`src/rtl/axis_frame_gen.sv`:
```
// AXI4-Stream frame generator for an Aurora TX link: emits fixed-length frames of an
// incrementing data pattern, separated by idle gaps, for a programmable number of frames.
module axis_frame_gen #(
    parameter int DATA_WIDTH = 32,
    parameter int FRAME_LEN  = 19,
    parameter int NUM_FRAMES = 3,
    parameter int DATA_INC   = 4,
    parameter int GAP_CYCLES = 2
) (
    input  logic                    clk,
    input  logic                    rst_n,
    input  logic                    start,
    input  logic                    tx_channel_up,
    input  logic                    s_axi_tx_tready,
    output logic [DATA_WIDTH-1:0]   s_axi_tx_tdata,
    output logic [DATA_WIDTH/8-1:0] s_axi_tx_tkeep,
    output logic                    s_axi_tx_tlast,
    output logic                    s_axi_tx_tvalid,
    output logic                    busy,
    output logic                    done,
    output logic [15:0]             frame_count
);

    localparam int BEAT_W = (FRAME_LEN > 1) ? $clog2(FRAME_LEN) : 1;
    localparam logic [BEAT_W-1:0]     LAST_BEAT = BEAT_W'(FRAME_LEN - 1);
    localparam logic [3:0]            LAST_GAP  = 4'((GAP_CYCLES > 0) ? GAP_CYCLES - 1 : 0);
    localparam logic [15:0]           FRAMES    = 16'(NUM_FRAMES);
    localparam logic [DATA_WIDTH-1:0] INC       = DATA_WIDTH'(DATA_INC);

    typedef enum logic [1:0] {
        ST_IDLE,
        ST_SEND,
        ST_GAP,
        ST_DONE
    } state_t;

    state_t                  state_q, state_d;
    logic [DATA_WIDTH-1:0]   tdata_q, tdata_d;
    logic                    tlast_q, tlast_d;
    logic                    tvalid_q, tvalid_d;
    logic                    busy_q, busy_d;
    logic                    done_q, done_d;
    logic [15:0]             frame_count_q, frame_count_d;
    logic [BEAT_W-1:0]       beat_q, beat_d;
    logic [3:0]              gap_q, gap_d;
    logic                    accept;

    always_comb begin
        // NOTE: every signal gets a default before the case so no path leaves it unassigned (no latches).
        state_d       = state_q;
        tdata_d       = tdata_q;
        frame_count_d = frame_count_q;
        beat_d        = beat_q;
        gap_d         = gap_q;
        accept        = tvalid_q & s_axi_tx_tready;

        unique case (state_q)
            ST_IDLE: begin
                if (start && tx_channel_up) begin
                    state_d       = ST_SEND;
                    tdata_d       = '0;
                    frame_count_d = '0;
                    beat_d        = '0;
                end
            end
            ST_SEND: begin
                // A link drop abandons the frame, even if the sink is taking the current beat.
                if (!tx_channel_up) begin
                    state_d = ST_IDLE;
                end else if (accept) begin
                    tdata_d = tdata_q + INC;
                    if (beat_q == LAST_BEAT) begin
                        beat_d        = '0;
                        frame_count_d = frame_count_q + 16'd1;
                        if (NUM_FRAMES != 0 && frame_count_d == FRAMES) begin
                            state_d = ST_DONE;
                        end else if (GAP_CYCLES > 0) begin
                            state_d = ST_GAP;
                            gap_d   = '0;
                        end
                    end else begin
                        beat_d = beat_q + 1'b1;
                    end
                end
            end
            ST_GAP: begin
                if (!tx_channel_up) begin
                    state_d = ST_IDLE;
                end else if (gap_q == LAST_GAP) begin
                    state_d = ST_SEND;
                end else begin
                    gap_d = gap_q + 4'd1;
                end
            end
            ST_DONE: state_d = ST_IDLE;
            default: state_d = ST_IDLE;
        endcase

        // Outputs are decoded from the next state so they come straight out of flops.
        tvalid_d = (state_d == ST_SEND);
        tlast_d  = (state_d == ST_SEND) && (beat_d == LAST_BEAT);
        busy_d   = (state_d == ST_SEND) || (state_d == ST_GAP);
        done_d   = (state_d == ST_DONE);
    end

    // NOTE: sequential state uses non-blocking assignments so all flops update together on the edge.
    always_ff @(posedge clk or negedge rst_n) begin
        if (!rst_n) begin
            state_q       <= ST_IDLE;
            tdata_q       <= '0;
            tlast_q       <= 1'b0;
            tvalid_q      <= 1'b0;
            busy_q        <= 1'b0;
            done_q        <= 1'b0;
            frame_count_q <= '0;
            beat_q        <= '0;
            gap_q         <= '0;
        end else begin
            state_q       <= state_d;
            tdata_q       <= tdata_d;
            tlast_q       <= tlast_d;
            tvalid_q      <= tvalid_d;
            busy_q        <= busy_d;
            done_q        <= done_d;
            frame_count_q <= frame_count_d;
            beat_q        <= beat_d;
            gap_q         <= gap_d;
        end
    end

    assign s_axi_tx_tdata  = tdata_q;
    assign s_axi_tx_tkeep  = '1;
    assign s_axi_tx_tlast  = tlast_q;
    assign s_axi_tx_tvalid = tvalid_q;
    assign busy            = busy_q;
    assign done            = done_q;
    assign frame_count     = frame_count_q;

endmodule

```
`config.mk`:
```
export PLATFORM = sky130hd
export DESIGN_NAME = axis_frame_gen
export DESIGN_NICKNAME = d
export VERILOG_FILES = /design/src/rtl/axis_frame_gen.sv
export SDC_FILE = /design/constraint.sdc
export NUM_CORES = 1
export LEC_CHECK = 0
export CORE_MARGIN = 1
export CORE_UTILIZATION = 50
export CTS_BUF_LIST = sky130_fd_sc_hd__clkbuf_8
export CTS_CLUSTER_SIZE = 28
export DETAILED_ROUTE_END_ITERATION = 16
export GPL_TIMING_DRIVEN = 0
export HOLD_SLACK_MARGIN = 0.06
export PLACE_DENSITY = 0.89
export SETUP_SLACK_MARGIN = 0.4
export SYNTH_ARGS = -nofsm -noshare
export SYNTH_HDL_FRONTEND = slang
export SYNTH_SLANG_ARGS = --single-unit
```
`constraint.sdc`:
```
create_clock -name clk -period 2.25 [get_ports clk]
set_input_delay 0.675 -clock clk [delete_from_list [all_inputs] [get_ports clk]]
set_output_delay 0.675 -clock clk [all_outputs]
set_load 0.02 [all_outputs]
```
# After elaboration in Yosys (flattened, before gate mapping)
# Index checks and enable logic that the tools add are counted.
[op_classes] n_mux=29 bitwise_logic=1 n_eq_ne=17 n_addsub=4 reduce_logical=9
[op_table] cell="$mux 32" n=3
[op_table] cell="$mux 16" n=4
[op_table] cell="$pmux 32 s2" n=1
[op_table] cell="$add 32x3->32 const B" n=1
[op_table] cell="$pmux 16 s2" n=1
[op_table] cell="$mux 4" n=6
[op_table] cell="$mux 5" n=4
[op_table] cell="$add 16x1->16 const B" n=1
[op_table] cell="$eq 16x2->1 const B" n=1
[op_table] cell="$ne 2x2->1 const B" n=7
[op_table] cell="$mux 2" n=6
[op_table] cell="$eq 5x5->1 const B" n=2
[op_table] cell="$pmux 5 s2" n=1
[op_table] cell="$eq 2x2->1 const B" n=4
[op_table] cell="$pmux 2 s4" n=1
[op_table] cell="$pmux 4 s2" n=1
[op_table] cell="$reduce_and 7->1" n=1
[op_table] cell="$add 5x1->5 const B" n=1
[op_table] cell="$reduce_and 5->1" n=1
[op_table] cell="$add 4x1->4 const B" n=1
[op_table] cell="$eq 2x1->1 const B" n=2
[op_table] cell="$eq 4x1->1 const B" n=1
[op_table] cell="$reduce_and 4->1" n=1
[op_table] cell="$reduce_bool 2->1" n=2
[op_table] cell="other kinds (5)" n=6
[word_totals] inputBits=5 ff_bits=63 output_inout_bits=56

# Longest topological paths before layout
# Gate-level depths: netlist of the first run.
[depth] ltp_word=9 mapped_depth=11 ltp_nobuf=10

# Worst setup path after synthesis of the first run
# No wires, ideal clock.
[synth_timing] kind="reg-to-reg" from="register frame_count_q[0] (netlist: frame_count[0])" to="register tlast_q (netlist: s_axi_tx_tlast)" n_path_buf=1 t_required_ns=2.164 setup_time_ns=0.086 arrival_ns=2.347 stages_incl_launch_ff=12 slack_ns=-0.183 period_less_slack_ns=2.433 path_cell_list="dfrtp_1 ha_1 buf_2 nand4_1 nor4_2 mux2i_1 nor3_1 nand2_1 a21oi_1 ha_1 nand4b_1 nor3_1"
[synth_between] elab_chain_cells=9
[synth_lines] element="start, declared" line="43" rtl="logic [15:0] frame_count_q, frame_count_d;"
[synth_lines] element="start signal, assigned" line="125" rtl="frame_count_q <= frame_count_d;"
[synth_lines] element="$add 16x1->16" line="74" rtl="frame_count_d = frame_count_q + 16'd1;"
[synth_lines] element="$eq 16x2->1" line="75" rtl="if (NUM_FRAMES != 0 && frame_count_d == FRAMES) begin"
[synth_lines] element="$mux 1" line="75"
[synth_lines] element="$mux 2" line="72" rtl="if (beat_q == LAST_BEAT) begin"
[synth_lines] element="$mux 2" line="70" rtl="end else if (accept) begin"
[synth_lines] element="$mux 2" line="68" rtl="if (!tx_channel_up) begin"
[synth_lines] element="$pmux 2 s4" line="57" rtl="unique case (state_q)"
[synth_lines] element="via state_d[0]" line="37" rtl="state_t state_q, state_d;"
[synth_lines] element="$eq 2x1->1"
[synth_lines] element="via tvalid_d" line="40" rtl="logic tvalid_q, tvalid_d;"
[synth_lines] element="$logic_and 1x1->1" line="101" rtl="tlast_d = (state_d == ST_SEND) && (beat_d == LAST_BEAT);"
[synth_lines] element="via tlast_d" line="39" rtl="logic tlast_q, tlast_d;"
[synth_lines] element="end signal, assigned" line="121" rtl="tlast_q <= tlast_d;"
[synth_lines] element="end, declared" line="39"
# The timed path passes the listed nets, and every way through them passes these cells.
# A chain may end at the register's enable or synchronous reset.

# Final worst setup path of the first run
# Same ends and word-level chain as after synthesis.

==> qor.yml, run 1 <==
setup_ws_ns: -0.329
cts_tree: "done"
htree_levels: 3
multi_input_area_um2: 2160
ant_nets: 0
drtIter0Drc: 244
arrival_ns: 2.87
hold_viol_final: 0
stdcell_area_um2: 5150
final_common_cell: "buf_4"
place_area_um2: 4250
max_cap_viol_count: 0
avgSynthCellArea_um2: 8.98
muxShareOfSynthArea_pct: 1.71
dieArea_um2: 7360
relSlewSlack_pct: 52.0
final_cell_mix: "buf_4, nor2_1, dfrtp_1, nand2_1, dlygate4sd2_1"
io_buffers: 54
synth_area_um2: 3510
max_freq_ghz: 0.388
p_switching_uw: 688
r2r-end: "s_axi_tx_tlast$_DFF_PN0_"
nets: 524
synth_top_family_by_area: "simple AND/OR/NAND/NOR gates"
setup_viol: 8
crit_path_end: "s_axi_tx_tlast$_DFF_PN0_"
yosys_warnings: 0
track_usage_pct: 26.0
wl_um: 11100
peakVddDrop_v: 0.000343
clk_path_buf_depth: 2
seq_power_share_pct: 45.8
synth_ff_type: "dfrtp_1"
drive_gt1_share_pct: 33.0
rows: 30
tightest_slew_ns: 0.721
synth_seq_cells: 61
ioPinCount: 61
nFillCells: 425
fin_crit_sh_pct: 115
wl_per_cell_um: 18.1
drv_slew: 0
routabilityCongestion: 0.932
run_status: "complete, but fails checks"
start_util_pct: 51.7
start_kind: "register"
gr-total-overflow: 0
die_h_um: 85.8
core_um2: 6790
power.share.clock_pct: 43.6
p_sw_share_pct: 27.0
vias: 3552
r2r_slack_ns: -0.33
hold_class: "in2async"
worst-setup-path-type: "reg2reg"
syn_inst: 391
seq_area_um2: 1540
synth_compound_area_share_pct: 10.7
insertedDiodeCount: 0
clock-skew-final_ns: 0.0179
synthXorXnorAreaFrac_pct: 8.98
crit_fanout: 8
async_flop_share_pct: 100
p_int_mw: 1.86
numCtsBuffers: 9
fin_crit_ns: 2.58
synth.distinct_cells: 49
synth_edf_count: 0
die_w_um: 85.8
grt_pass1_wl_um: 14800
grt_max_degree: 33
yosys.area_share.adder_pct: 3.21
dr.pass1.iters: 5
cp_data_required_time_ns: 2.54
power_leakage_nw: 2.52
rsz0062_at_grt: "yes"
clock_latency_ns: 0.37
clock-root-buffer: "clkbuf_8"
cp-startpoint: "frame_count[0]$_DFFE_PN0P_"
power_frac_comb_pct: 10.5
grt_pass1_vias: 3127
place_hpwl_um: 5720
vias_per_cell: 5.81
seq_area_frac_synth_pct: 43.5
ff2ff_path_depth: 12
powerDensity_nw_per_um2: 495
clk_pin_slew_ns: 0.08
dp_slack_ns: -0.601
r2r_start: "frame_count[0]$_DFFE_PN0P_"
clock_sinks: 61
remaining_drc_errors: 0
violations: "setup timing"
crit_path_end_kind: "register"
synthSimpleGateAreaFrac_pct: 26.8
area_growth_pct: 46.6
hold_buffers: 0
antenna_found_initial: 0
[per-layer routing]
layer	GRT usage (%)	wire [um]
met5	0	0
met4	9.55	426
met3	6.74	585
met2	44.5	5790
met1	31.7	4270
[per-stage QoR]
stage / util [%] / cells / hold WS, ns / power, mW / TNS, ns
2_1_floorplan: - / 395 / 0.379 / 1.31 / 0
5_1_grt: 75.7 / 611 / 0.415 / 2.62 / -1.80
4_1_cts: 68.9 / 579 / 0.380 / 2.50 / -0.247
6_report: 75.7 / 611 / 0.354 / 2.55 / -1.14
3_3_place_gp: 62.4 / 545 / 0.515 / 1.38 / -104.31
3_5_place_dp: 62.6 / 546 / 0.536 / 1.40 / -18.92
[cells in the mapped netlist (4+ instances only)]
| master | n | area share [%] |
|---|---|---|
| dfrtp_1 | 61 | 43 |
| nor2_1 | 55 | 5.9 |
| nand2_1 | 33 | 3.5 |
| o21ai_0 | 31 | 4.4 |
| nand4_1 | 18 | 3.2 |
| xnor2_1 | 18 | 4.5 |
| xor2_1 | 18 | 4.5 |
| nand3_1 | 15 | 2.1 |
| inv_1 | 12 | 1.3 |
| nor3_1 | 11 | 1.6 |
| ha_1 | 9 | 3.2 |
| buf_2 | 8 | 1.1 |
| clkbuf_1 | 8 | 0.86 |
| a21oi_1 | 7 | 1.0 |
| and3_1 | 7 | 1.2 |
| a31oi_1 | 6 | 1.1 |
| buf_4 | 6 | 1.3 |
| mux2i_1 | 6 | 1.7 |
| nor4_1 | 6 | 1.1 |
| nor2b_1 | 5 | 0.89 |
| o31ai_1 | 5 | 1.1 |
| and2_1 | 4 | 0.71 |
[state kept, by name, indices dropped and copies added (netlist names)]
signal           flops
s_axi_tx_tlast       1
state_q              2
done                 1
frame_count         16
s_axi_tx_tdata      30
gap_q                4
beat_q               5
busy                 1
s_axi_tx_tvalid      1
[critical path: stages, from the launching register on]
cell and delay (ns):
dfrtp_2 0.40, ha_4 0.14, buf_6 0.12, nand4_1 0.11, buf_6 0.16, nor3_4 0.25
xor2_2 0.16, nor4_2 0.36, nand2_1 0.15, a21oi_2 0.19, ha_2 0.23, nand4b_1 0.12
nor3_2 0.12
[cell families (layout without fill, tap and decap cells)]
group,after synthesis,after routing
AO/OA/AOI/OAI,62,62
XOR/XNOR,36,36
adder cells (fa/ha/maj),9,9
buffers and inverters,37,157
flip-flops,61,61
multiplexers,6,6
other,2,6
AND/OR/NAND/NOR,178,178
[area by class of cell]
type | instances | share of cell area [%]
buffer | 25 | 3.96
clock buffer | 9 | 2.41
clock inverter | 7 | 1.90
inverter | 12 | 0.875
multi-input combinational | 297 | 42.0
sequential | 61 | 30.0
tap | 96 | 2.33
timing repair buffer | 104 | 16.6
[repair_timing]
item | in CTS | in global routing
endpoints found under the setup margin | 107 | 66
setup buffers | 17 | 32
gates resized for setup | 103 | 95
hold endpoints to repair | 0 | 0
pin swaps | 14 | 25
gates cloned | 0 | 0
[worst min path at each step]
stage / end / slack (ns) / cells past startpoint
after floorplan: beat_q[0]$_DFF_PN0_ / 0.38 / 0
final: s_axi_tx_tdata[15]$_DFFE_PN0P_ / 0.35 / 1
after CTS: s_axi_tx_tdata[15]$_DFFE_PN0P_ / 0.38 / 1
after detailed placement: s_axi_tx_tdata[31]$_DFFE_PN0P_ / 0.54 / 2
after global placement: s_axi_tx_tdata[3]$_DFFE_PN0P_ / 0.52 / 2
after global routing: s_axi_tx_tdata[15]$_DFFE_PN0P_ / 0.41 / 1
[power by group through the flow]
stage,clock network (mW),logic [mW],registers [mW]
after global routing,1.16,0.289,1.17
after detailed placement,0,0.213,1.18
after global placement,0,0.197,1.18
after floorplan,0,0.130,1.18
final,1.11,0.269,1.17
after CTS,1.11,0.230,1.16
Power figures use the tool's default switching activity.
==> inputs of run 2 (changes only) <==
SLEW_MARGIN = 15   (was default)
==> run 2 against run 1 <==
  * Clock power is 9.9% lower
  * Cell count is 0.16% lower
  * The flow still finishes with violations (setup timing)
  * Worst hold slack better by 0.055 ns
  * Core utilization is 0.83 points lower
  * Sequential cell count stayed put
  * Wire length is 8.2% lower
  * Sequential power hardly changed
==> qor.yml, run 2 (synthesis gave the netlist of run 1 again) <==
insertedDiodeCount: 0
final_common_cell: "buf_4"
arrival_ns: 2.67
clk_pin_slew_ns: 0.07
max_freq_ghz: 0.416
fin_crit_ns: 2.40
setup_viol: 4
vias_per_cell: 5.67
run_status: "complete, but fails checks"
clock_latency_ns: 0.35
remaining_drc_errors: 0
crit_path_end_kind: "register"
grt_pass1_vias: 3198
rsz0062_at_grt: "yes"
peakVddDrop_v: 0.000353
clock-root-buffer: "clkbuf_8"
hold_class: "in2async"
nets: 523
dieArea_um2: 7360
hold_viol_final: 0
clock-skew-final_ns: 0.0129
area_growth_pct: 45.0
vias: 3456
cts_tree: "done"
clock_sinks: 61
ant_nets: 0
dp_slack_ns: -0.577
cp_data_required_time_ns: 2.52
routabilityCongestion: 0.932
p_int_mw: 1.76
max_cap_viol_count: 0
violations: "setup timing"
power_leakage_nw: 2.49
seq_area_um2: 1540
power.share.clock_pct: 41.6
multi_input_area_um2: 2140
largest_register_ffs: 30
track_usage_pct: 25.8
htree_levels: 3
drtIter0Drc: 305
drive_gt1_share_pct: 31.7
antenna_found_initial: 0
rows: 30
clk_path_buf_depth: 2
p_switching_uw: 648
seq_power_share_pct: 48.2
p_sw_share_pct: 26.9
p_total_mw: 2.41
die_h_um: 85.8
wl_per_cell_um: 16.7
fin_crit_sh_pct: 107
nFillCells: 422
start_kind: "register"
dr.pass1.iters: 7
place_area_um2: 4230
drv_slew: 0
grt_max_degree: 62
ioPinCount: 61
place_hpwl_um: 5600
gr-total-overflow: 0
wl_um: 10200
stdcell_area_um2: 5090
hold_buffers: 0
crit_fanout: 5
io_buffers: 54
final_cell_mix: "buf_4, nor2_1, dfrtp_1, dlygate4sd2_1, nand2_1"
power_frac_comb_pct: 10.2
tightest_slew_ns: 0.785
powerDensity_nw_per_um2: 474
numCtsBuffers: 9
die_w_um: 85.8
relSlewSlack_pct: 47.7
grt_pass1_wl_um: 15000
start_util_pct: 51.7
whs_ns: 0.409
worst-setup-path-type: "reg2reg"
setup_ws_ns: -0.153
core_um2: 6790
[run 2: area by class of cell]
cell class | instances | area share (%)
clock inverter | 6 | 1.23
inverter | 12 | 0.885
sequential | 61 | 30.3
tap | 96 | 2.36
clock buffer | 10 | 2.70
buffer | 25 | 3.76
timing repair buffer | 103 | 16.7
multi-input combinational | 297 | 42.1
[run 2: routing by layer]
| layer | GRT usage [%] | vias up | share of wire [%] |
|---|---|---|---|
| li1 | - | 1606 | - |
| met1 | 32.8 | 1645 | 41 |
| met2 | 42.8 | 175 | 50 |
| met3 | 5.10 | 30 | 6.2 |
| met4 | 11.8 | 0 | 2.8 |
| met5 | 0 | - | 0 |
[run 2: power groups by stage]
stage / registers (mW) / logic (mW) / clock network (mW)
global placement: 1.18 / 0.197 / 0
CTS: 1.16 / 0.223 / 1.01
detailed placement: 1.18 / 0.208 / 0
global route: 1.16 / 0.269 / 1.07
floorplan: 1.18 / 0.130 / 0
finish: 1.16 / 0.246 / 1.00
[run 2: critical path, stage by stage, from the launching register on]
cell,delay (ns)
dfrtp_2,0.39
ha_4,0.13
buf_6,0.11
nand4_1,0.09
buf_6,0.15
nor3_4,0.23
xor2_2,0.14
nor4_2,0.28
nand2_1,0.14
a21oi_2,0.18
ha_2,0.20
nand4b_1,0.12
nor3_2,0.17
[run 2: worst paths after layout]
| path | startpoint | end | slack [ns] | depth (start not counted) |
|---|---|---|---|---|
| min in group clk | s_axi_tx_tdata[31]$_DFFE_PN0P_ | s_axi_tx_tdata[31]$_DFFE_PN0P_ | 0.55 | 2 |
| min | rst_n | s_axi_tx_tlast$_DFF_PN0_ | 0.41 | 1 |
| min reg2reg | s_axi_tx_tdata[31]$_DFFE_PN0P_ | s_axi_tx_tdata[31]$_DFFE_PN0P_ | 0.55 | 2 |
| max | frame_count[1]$_DFFE_PN0P_ | s_axi_tx_tlast$_DFF_PN0_ | -0.15 | 12 |
| max in group asynchronous | rst_n | frame_count[13]$_DFFE_PN0P_ | 1.28 | 1 |
| max reg2reg | frame_count[1]$_DFFE_PN0P_ | s_axi_tx_tlast$_DFF_PN0_ | -0.15 | 12 |
[run 2: repair_timing]
action                     CTS  global route
resized for setup          106            80
setup buffers               19            30
pin swaps                   14            12
setup endpoints to repair  107            54
gates cloned                 0             0
[run 2: metrics by stage]
| stage | TNS, ns | util, % | cells |
|---|---|---|---|
| 6_report | -0.303 | 74.9 | 610 |
| 2_1_floorplan | 0 | - | 395 |
| 5_1_grt | -1.19 | 74.9 | 610 |
| 3_3_place_gp | -104.31 | 62.4 | 545 |
| 3_5_place_dp | -18.34 | 62.3 | 545 |
| 4_1_cts | -0.144 | 68.9 | 580 |
==> RTL edit 1, RTL diff (flow settings as in run 1) <==
The 4 states of `state_t` get a one-hot encoding in 4 bits.
--- a/src/rtl/axis_frame_gen.sv
+++ b/src/rtl/axis_frame_gen.sv
@@ -27,11 +27,11 @@
     localparam logic [15:0]           FRAMES    = 16'(NUM_FRAMES);
     localparam logic [DATA_WIDTH-1:0] INC       = DATA_WIDTH'(DATA_INC);
 
-    typedef enum logic [1:0] {
-        ST_IDLE,
-        ST_SEND,
-        ST_GAP,
-        ST_DONE
+    typedef enum logic [3:0] {
+        ST_IDLE = 4'b0001,
+        ST_SEND = 4'b0010,
+        ST_GAP  = 4'b0100,
+        ST_DONE = 4'b1000
     } state_t;
 
     state_t                  state_q, state_d;
Behaviour: no difference found for any inputs over 10 cycles, from zero or initial values and one cycle with rst_n low; not proved beyond that.
==> RTL edit 1 against run 1 <==
The run still ends with setup timing left; first-iteration DRC count grew 29%; sequential cell count grew 2; synthesized area grew 3.1%; cell area grew 11%; critical path depth shrank 5; core utilization grew 7.1 points; global-route usage grew 5.2 points; power shrank 1.8%; fmax grew 11%; routed wire length grew 18%; sequential share of layout area shrank 2.0 points; setup slack gained 0.27 ns.
==> RTL edit 1: results <==
[outcome]
status = complete, but fails checks
failed_checks = setup timing

[placement]
dp.cells = 546
place.detailed.hpwl_um = 6220
port-buffer-count = 53
place_worst_setup_slack_ns = -0.515
place_congestion = 0.904

[sta]
timing.clock.skew_ns = 0.00982
hold_ws_ns = 0.365
tightest_slew_ns = 0.700
setup_viol = 6
drv_slew = 0
setup_ws_ns = -0.0628

[setup_path]
slowest_stage = dfrtp_2
critPathKind = reg -> reg
r2r_start = frame_count[0]
r2r.worst_path.cells = 7
cp-endpoint = gap_q[2]
cp_top_family = compound AO/OA/AOI/OAI gates
slowest_delay_ns = 0.48
path_max_fanout = 6
cp_data_arrival_time_ns = 2.60

[cts]
cts_setup_buffers = 36
numCtsBuffers = 9
cts.repair.resized = 120
clock_latency_ns = 0.35
clk_pin_slew_ns = 0.07
clk_path_buf_depth = 2

[synth]
synth_commonest_cells = dfrtp_1 (62), nor2_1 (45), nand2_1 (37)
synthArstFlopShare_pct = 100
ys_warn_count = 0
synth_cell_types = 60
synth_area_leaders = dfrtp_1 (43%), nor2_1 (4.7%), xnor2_1 (4.4%)
yosysSeqAreaShare_pct = 43.6
yosys_most_used_dff = dfrtp_1
synthCells = 392

[cells_and_area]
largest_register_ff_count = 30
finalNonFillerCells = 623
nets = 534
drive_above_1_share_pct = 38.9

[grt]
antenna_found_initial = 0
grt_pass1_wl_um = 17900
grt_use_total_pct = 31.2
grt_max_degree = 36
grt_pass1_vias = 3723

[pwr]
p_leak_nw = 2.84
ir_worst_vdd_mv = 0.473
internal_power_mw = 1.90

[drt]
wl_per_cell_um = 20.9
drtPass1Iterations = 5
vias = 3918
drt_iter0_drc = 314

[worst_hold_path]
min_path_type = in -> async
[RTL edit 1: cell types whose count changed in the layout (fill, tap and decap cells not counted), moves of 5 or more]
cell,run 1,this run
nor2_1,51,44
buf_6,8,16
dlygate4sd2_1,31,36
nand4_1,18,10
xor2_1,17,11
o21ai_0,21,16
[RTL edit 1: kinds of logic after synthesis]
group	share of synthesized area, %
AOI/OAI and AO/OA	14.1
xor gates and xnor gates	7.26
adders and majority gates	2.42
buffers and inverters	4.70
DFF	43.6
muxes	0.899
other	0.207
and+or+nand+nor	26.9
[RTL edit 1: area by class of cell]
| cell class | instances | area (um^2) |
|---|---|---|
| Buffer | 24 | 230 |
| Clock buffer | 11 | 151 |
| Clock inverter | 5 | 72.6 |
| Fill cell | 362 | 1190 |
| Inverter | 11 | 41.3 |
| Multi-Input combinational cell | 298 | 2470 |
| Sequential cell | 63 | 1600 |
| Tap cell | 96 | 120 |
| Timing Repair Buffer | 115 | 1030 |
[RTL edit 1: metrics by stage]
step,cell area [um^2],TNS [ns]
6_report,5720,-0.184
5_1_grt,5720,-0.663
4_1_cts,5340,0
3_5_place_dp,4550,-10.69
3_3_place_gp,4540,-107.62
2_1_floorplan,3890,0
[RTL edit 1: power groups by stage]
stage / Combinational [mW] / Sequential [mW] / Clock (mW)
floorplan: 0.0796 / 1.18 / 0
global placement: 0.138 / 1.17 / 0
detailed placement: 0.144 / 1.17 / 0
CTS: 0.175 / 1.15 / 1.13
global route: 0.217 / 1.15 / 1.17
finish: 0.205 / 1.15 / 1.14
[RTL edit 1: layer usage]
layer | vias up | track usage, % | part of all wire [%]
li1 | 1664 | - | -
met1 | 1871 | 34.9 | 36
met2 | 283 | 55.2 | 51
met3 | 100 | 6.26 | 6.7
met4 | 0 | 17.9 | 6.7
met5 | - | 0 | 0
==> RTL edit 2, RTL diff (settings of run 1) <==
Made on the original files. `DATA_WIDTH`: 32 -> 64.
--- a/src/rtl/axis_frame_gen.sv
+++ b/src/rtl/axis_frame_gen.sv
@@ -1,7 +1,7 @@
 // AXI4-Stream frame generator for an Aurora TX link: emits fixed-length frames of an
 // incrementing data pattern, separated by idle gaps, for a programmable number of frames.
 module axis_frame_gen #(
-    parameter int DATA_WIDTH = 32,
+    parameter int DATA_WIDTH = 64,
     parameter int FRAME_LEN  = 19,
     parameter int NUM_FRAMES = 3,
     parameter int DATA_INC   = 4,
Interface: changed (resized s_axi_tx_tdata and s_axi_tx_tkeep); port bits go from 61 to 97. No check against the original RTL was run, so the function may have changed too.
==> RTL edit 2 against run 1 <==
The flow still finishes with violations (setup timing); synthesized area up 47%; combinational power rose to 3.0 times the old value; power up 49%; critical endpoint unchanged; largest cell class unchanged; sequential cell count up 32; cell area up 62%; non-clock buffer count up 113; via count up 65%; clock skew up 0.0021 ns; routed wire length up 88%; worst hold slack worse by 0.091 ns; core utilization up 8.6 points; setup slack worse by 0.25 ns; global-route usage up 6.6 points.
==> RTL edit 2: results <==
[placement]
place_area_um2 = 6680
place_worst_setup_slack_ns = -0.959
dp.cells = 803
place.detailed.hpwl_um = 9220
place_congestion = 0.850
port-buffer-count = 85

[synth]
synthMuxAreaShare_pct = 0.798
synth_cell_types = 50
synth_compound_area_share_pct = 9.94
synth_xor_area_share_pct = 9.82
synth_area_leaders = dfrtp_1 (45%), xnor2_1 (6.3%), nor2_1 (5.4%)
synth_commonest_cells = dfrtp_1 (93), nor2_1 (75), nand2_1 (43)
synthCells = 576
synth_fa_ha_area_share_pct = 2.18
yosysSeqAreaShare_pct = 45.0

[pwr]
ir_worst_vdd_mv = 0.446
power_switching_share_pct = 31.5

[sta]
hold_ws_ns = 0.263
setup_viol = 35
finalSetupTns_ns = -3.85
relSlewSlack_pct = 54.3
setup_ws_ns = -0.577
timing.clock.skew_ns = 0.0200

[cells_and_area]
drive_above_1_share_pct = 42.5
clock_buffers = 13
multi_input_area_um2 = 3390
final_core_util_pct = 84.4
buffers_excl_clock = 242
syn2layout_area_growth_pct = 61.6
nets = 806
buf_share_pct = 26.1
multi_input_area_share_pct = 40.6
largest_register_ff_count = 62
inverters_excl_clock = 16
fillers = 482
multi_input_cells = 430

[setup_path]
path_max_fanout = 5
slowest_stage = or4_4
r2r_start = frame_count[1]
slowest_delay_ns = 0.55
startpoint = frame_count[1]
cp_data_arrival_time_ns = 3.12
r2r.worst_path.cells = 10

[grt]
grt_pass1_vias = 5434
grt_max_degree = 56
grt_pass1_wl_um = 27800
grt_use_total_pct = 32.6

[drt]
avgViaCountPerCell = 6.30
drt_iter0_drc = 497
wl_per_cell_um = 22.4
vias = 5858

[cts]
clk_pin_slew_ns = 0.11
clock_latency_ns = 0.39
cts.repair.resized = 228
cts_setup_buffers = 61

[outcome]
status = complete, but fails checks
failed_checks = setup timing
RTL edit 2: cell count changes after synthesis, moves of 7 or more:
cell | run 1 | this run
xnor2_1 | 18 | 37
dfrtp_1 | 61 | 93
nand2_1 | 33 | 43
nor4_1 | 6 | 13
or3_1 | 0 | 10
a21oi_1 | 7 | 16
nor2_1 | 55 | 75
clkbuf_1 | 8 | 24
nand3_1 | 15 | 26
nor3_1 | 11 | 20
o21ai_0 | 31 | 41
RTL edit 2: layer usage:
layer | track usage [%] | up-vias | part of all wire [%]
li1 | - | 2422 | -
met1 | 39.0 | 2841 | 35
met2 | 56.0 | 453 | 50
met3 | 5.92 | 142 | 9.1
met4 | 16.7 | 0 | 6.6
met5 | 0 | - | 0
RTL edit 2: how the worst min path moves through the flow:
stage	to	depth (start not counted)
5_1_grt	s_axi_tx_tdata[54]	1
3_5_place_dp	beat_q[3]	1
2_1_floorplan	beat_q[0]	0
6_report	s_axi_tx_tdata[54]	1
4_1_cts	s_axi_tx_tdata[4]	1
3_3_place_gp	beat_q[3]	1
